[config.mk]
export PLATFORM = sky130hd
export DESIGN_NAME = ram_access_ctrl
export DESIGN_NICKNAME = d
export VERILOG_FILES = /design/src/rtl/cpu_types_pkg.sv /design/src/rtl/ram_access_ctrl.sv
export SDC_FILE = /design/constraint.sdc
export NUM_CORES = 1
export LEC_CHECK = 0
export BUFFER_PORTS_ARGS = -buffer_cell sky130_fd_sc_hd__buf_2
export CAP_MARGIN = 40
export CORE_MARGIN = 8
export CORE_UTILIZATION = 51
export CTS_CLUSTER_SIZE = 8
export DETAILED_ROUTE_END_ITERATION = 10
export GPL_TIMING_DRIVEN = 0
export HOLD_SLACK_MARGIN = 0.08
export MAX_ROUTING_LAYER = met4
export PLACE_DENSITY = 0.86
export SLEW_MARGIN = 20
export SYNTH_ARGS = -nofsm -noshare
export SYNTH_HDL_FRONTEND = slang
export SYNTH_SLANG_ARGS = --single-unit
[constraint.sdc]
create_clock -name CLK -period 5 [get_ports CLK]
set_input_delay 0.25 -clock CLK [delete_from_list [all_inputs] [get_ports CLK]]
set_output_delay 0.25 -clock CLK [all_outputs]
set_load 0.03 [all_outputs]
[src/rtl/cpu_types_pkg.sv]
// Shared CPU datapath types: word type and the RAM handshake state seen by the arbiter.
package cpu_types_pkg;
    typedef logic [31:0] word_t;

    typedef enum logic [1:0] {
        FREE   = 2'd0,
        BUSY   = 2'd1,
        ACCESS = 2'd2,
        ERROR  = 2'd3
    } ramstate_t;

    localparam word_t RAM_ERR_WORD = 32'hBAD1_BAD1;
endpackage

[src/rtl/ram_access_ctrl.sv]
// Turns the arbiter's single RAM request into a latency-modelled access on a
// single-port synchronous SRAM, reporting FREE/BUSY/ACCESS/ERROR on ramstate.
module ram_access_ctrl
    import cpu_types_pkg::*;
#(
    parameter int LAT = 2,
    parameter int AW  = 14
) (
    input  logic          CLK,
    input  logic          RST,
    input  logic          ramREN,
    input  logic          ramWEN,
    input  word_t         ramaddr,
    input  word_t         ramstore,
    output word_t         ramload,
    output ramstate_t     ramstate,
    output logic          mem_en,
    output logic          mem_we,
    output logic [AW-1:0] mem_addr,
    output word_t         mem_wdata,
    input  word_t         mem_rdata
);
    localparam logic [3:0] LAST = 4'(LAT - 1);

    ramstate_t     r_state;
    logic [3:0]    r_cnt;
    logic          r_ren;
    logic          r_wen;
    logic [AW-1:0] r_addr;
    word_t         r_wdata;
    word_t         r_last;

    logic          w_req;
    logic          w_valid;
    logic          w_match;
    logic          w_capture;
    ramstate_t     w_next;

    assign w_req   = ramREN | ramWEN;
    assign w_valid = (ramREN ^ ramWEN) && (ramaddr[1:0] == 2'b00) && (ramaddr[31:AW+2] == '0);
    assign w_match = (ramREN == r_ren) && (ramWEN == r_wen) && (ramaddr[AW+1:2] == r_addr)
                  && (!r_wen || (ramstore == r_wdata));
    // Any valid request outside BUSY, or a changed one inside BUSY, restarts the latency count.
    assign w_capture = w_req && w_valid && ((r_state != BUSY) || !w_match);

    assign mem_en    = (r_state == BUSY) && w_valid && w_match && (r_cnt == LAST);
    assign mem_we    = mem_en & r_wen;
    assign mem_addr  = r_addr;
    assign mem_wdata = r_wdata;
    assign ramstate  = r_state;

    always_comb begin
        w_next = r_state;
        if (!w_req)
            w_next = FREE;
        else if (!w_valid)
            w_next = ERROR;
        else if (r_state != BUSY || !w_match)
            w_next = BUSY;
        else if (r_cnt == LAST)
            w_next = ACCESS;
        else
            w_next = BUSY;
    end

    always_comb begin
        ramload = r_last;
        if (r_state == ERROR)
            ramload = RAM_ERR_WORD;
        else if (r_state == ACCESS && r_ren)
            ramload = mem_rdata;
    end

    always_ff @(posedge CLK) begin
        if (RST) begin
            r_state <= FREE;
            r_cnt   <= '0;
            r_ren   <= 1'b0;
            r_wen   <= 1'b0;
            r_addr  <= '0;
            r_wdata <= '0;
            r_last  <= '0;
        end else begin
            r_state <= w_next;
            if (r_state == ACCESS && r_ren)
                r_last <= mem_rdata;
            if (w_capture) begin
                r_ren   <= ramREN;
                r_wen   <= ramWEN;
                r_addr  <= ramaddr[AW+1:2];
                r_wdata <= ramstore;
                r_cnt   <= '0;
            end else if (r_state == BUSY) begin
                r_cnt   <= r_cnt + 4'd1;
            end
        end
    end
endmodule

==> results.json <==
{
  "status": "completed",
  "fp.dieW_um": 104.8,
  "drive_gt1_share_pct": 32.93,
  "comb_power_share_pct": 9.7,
  "slowest_delay_ns": 0.37,
  "grt_pass1_wl_um": 20540,
  "cts.hold.buffers_added": 0,
  "yosys.area.top_type": "dfxtp_1",
  "endpoint_kind": "output port",
  "io_pins": 182,
  "dieArea_um2": 10980,
  "drv_cap": 0,
  "vias": 4209,
  "fin_crit_sh_pct": 54.23,
  "syn_area_per_cell_um2": 8.569,
  "diodes": 0,
  "cp_cell_sequence": "xor2_1 -> nor4_1 -> nand4_1 -> o21ai_0 -> and4_1 -> and2_1 -> buf_2",
  "finalHoldViolations": 0,
  "syn_nets": 572,
  "worstPathMaxFanout": 3,
  "cts_buffers": 9,
  "critPathKind": "reg -> out",
  "cts_root_buf": "clkbuf_8",
  "track_usage_pct": 23.09,
  "crit_required_ns": 4.75,
  "cts-resized-gates": 0,
  "power.share.switching_pct": 24.81,
  "final_common_cell": "buf_2",
  "postLayoutCoreUtil_pct": 68.25,
  "cts_setup_buffers": 0,
  "power_density_nw_per_um2": 248.8,
  "rows": 32,
  "syn_inst": 469,
  "skew_ns": 0.009026,
  "synth_edf_count": 0,
  "worst_slew_pin_slew_ns": 0.7736,
  "h-tree-depth": 3,
  "final_max_slew_viol_count": 0,
  "internal-power_w": 0.0009816,
  "fmax_mhz": 368.8,
  "area_delta_synth_final_pct": 30.54,
  "avgRoutedWirePerCell_um": 16.85,
  "pwr-share-seq_pct": 52.9,
  "via_per_inst": 5.488,
  "port_buffers": 180,
  "grt_pass1_vias": 4216,
  "synth_area_leaders": "dfxtp_1 43%, xor2_1 10%, mux2i_1 8.0%",
  "ys.flop_type": "dfxtp_1",
  "crit_arrival_ns": 2.46,
  "holdCritPathClass": "in -> reg",
  "insertion_delay_ns": 0.35,
  "maxSlewHeadroom_pct": 48.43,
  "core-area_um2": 7687,
  "final-setup-viol-count": 0,
  "die_h_um": 104.8,
  "synthArstFlopShare_pct": 0,
  "rsz0062_at_grt": "false",
  "dp_hpwl_um": 10070,
  "syn-cell-area_um2": 4019,
  "first_pass_iters": 4,
  "pwr-share-clk_pct": 37.5,
  "start_kind": "register",
  "ys.warnings.count": 0,
  "switchingPower_w": 0.0003239,
  "synth_seq_area_share_pct": 42.84,
  "synth_top_area_share_pct": 42.84,
  "worst_hold_slack_ns": 0.1568,
  "dr.first_iter.drc_count": 171,
  "fin_tns_setup_ns": 0,
  "gp_congestion": 0.9090,
  "grt.overflow.total": 0,
  "clk_pin_slew_ns": 0.09,
  "synth.distinct_cells": 33,
  "cts_buffer_depth": 2,
  "antenna_found_initial": 0,
  "start_util_pct": 52.28,
  "final_nets": 763,
  "slowest_stage": "nor4_1",
  "dp_cells": 751,
  "leakage_nw": 2.797,
  "peakVddDrop_uv": 156.7,
  "routed_wl_um": 12930,
  "postRouteAntennaNets": 0,
  "drcViolationCount": 0,
  "final_cell_mix": "192 x buf_2, 86 x dfxtp_1, 50 x nand3_1",
  "synth_seq_cells": 86,
  "instances_no_fill": 767,
  "grt_max_degree": 15,
  "min_period_ns": 2.712,
  "cts_tree": "built",
  "cts_sinks": 86
}
## layout make-up
class                           count  area [um2]
Buffer                             37       183.9
Clock buffer                       10       137.6
Clock inverter                      6       61.31
Fill cell                         653        2441
Inverter                            3       11.26
Multi-Input combinational cell    343        2102
Sequential cell                    86        1722
Tap cell                          102       127.6
Timing Repair Buffer              180       900.9
## path summary, 6_finish.rpt
path	startpoint	endpoint	slack [ns]	depth (start not counted)
setup / recovery	mem_wdata[30]	mem_we	2.29	7
hold / removal	mem_rdata[23]	r_last[23]	0.16	3
setup reg to reg	mem_wdata[30]	mem_wdata[1]	2.65	8
hold reg to reg	mem_wdata[5]	mem_wdata[5]	0.49	2
## cells by family after synthesis
group           count (synthesis)  synth area share, %
compound gates                103                13.95
xor+xnor                       51                11.11
fa+ha+maj                       3               0.9341
buf+inv                        40                4.857
flops                          86                42.84
mux                            32                7.970
simple gates                  154                18.34
## cells in the mapped netlist (all sizes together) (2+ instances only)
cell	number
o21ai	49
and2	2
nor3	7
xnor2	5
nor2	48
nand2	24
mux2i	32
nand4	4
inv	3
ha	3
nor4	14
a21oi	48
dfxtp	86
buf	23
nand3	50
xor2	46
clkbuf	14
## worst max-delay path: cells and delay by family (launching register included)
family / cells / cell delay [ns]
AND/OR/NAND/NOR: 4 / 1.02
flip-flops: 1 / 0.34
AO/OA/AOI/OAI: 1 / 0.32
XOR/XNOR: 1 / 0.21
buffers and inverters: 1 / 0.21
## stage by stage
step / instance area (um2) / power, W / worst slack [ns]
6_report: 5246 / 0.001306 / 2.288
5_1_grt: 5246 / 0.001352 / 2.153
4_1_cts: 5246 / 0.001314 / 2.291
3_5_place_dp: 5047 / 0.0008309 / 2.584
3_3_place_gp: 5047 / 0.0008279 / 2.657
2_1_floorplan: 4019 / 0.0007625 / 2.660
## sequential cells by signal, summed over array words and instances (netlist names)
name,cells
mem_addr,14
r_wen,1
ramstate,2
r_ren,1
r_last,32
mem_wdata,32
r_cnt,4
## metal layers
metal	part of all wire, %	vias to the layer above	GRT usage (%)	wire length [um]
met1	43	1974	27.56	5583
met2	46	212	37.01	5990
met4	1.3	0	7.136	174
met5	0	-	-	0
met3	9.1	16	6.327	1179
li1	-	2007	-	-
## power groups by stage
stage | registers, W | logic, W | clock network [W]
floorplan | 0.000707 | 0.0000551 | 0
global placement | 0.000706 | 0.000122 | 0
detailed placement | 0.000706 | 0.000125 | 0
CTS | 0.000690 | 0.000126 | 0.000498
global route | 0.000691 | 0.000137 | 0.000525
finish | 0.000690 | 0.000126 | 0.000489
(Power assumes the default switching activity.)
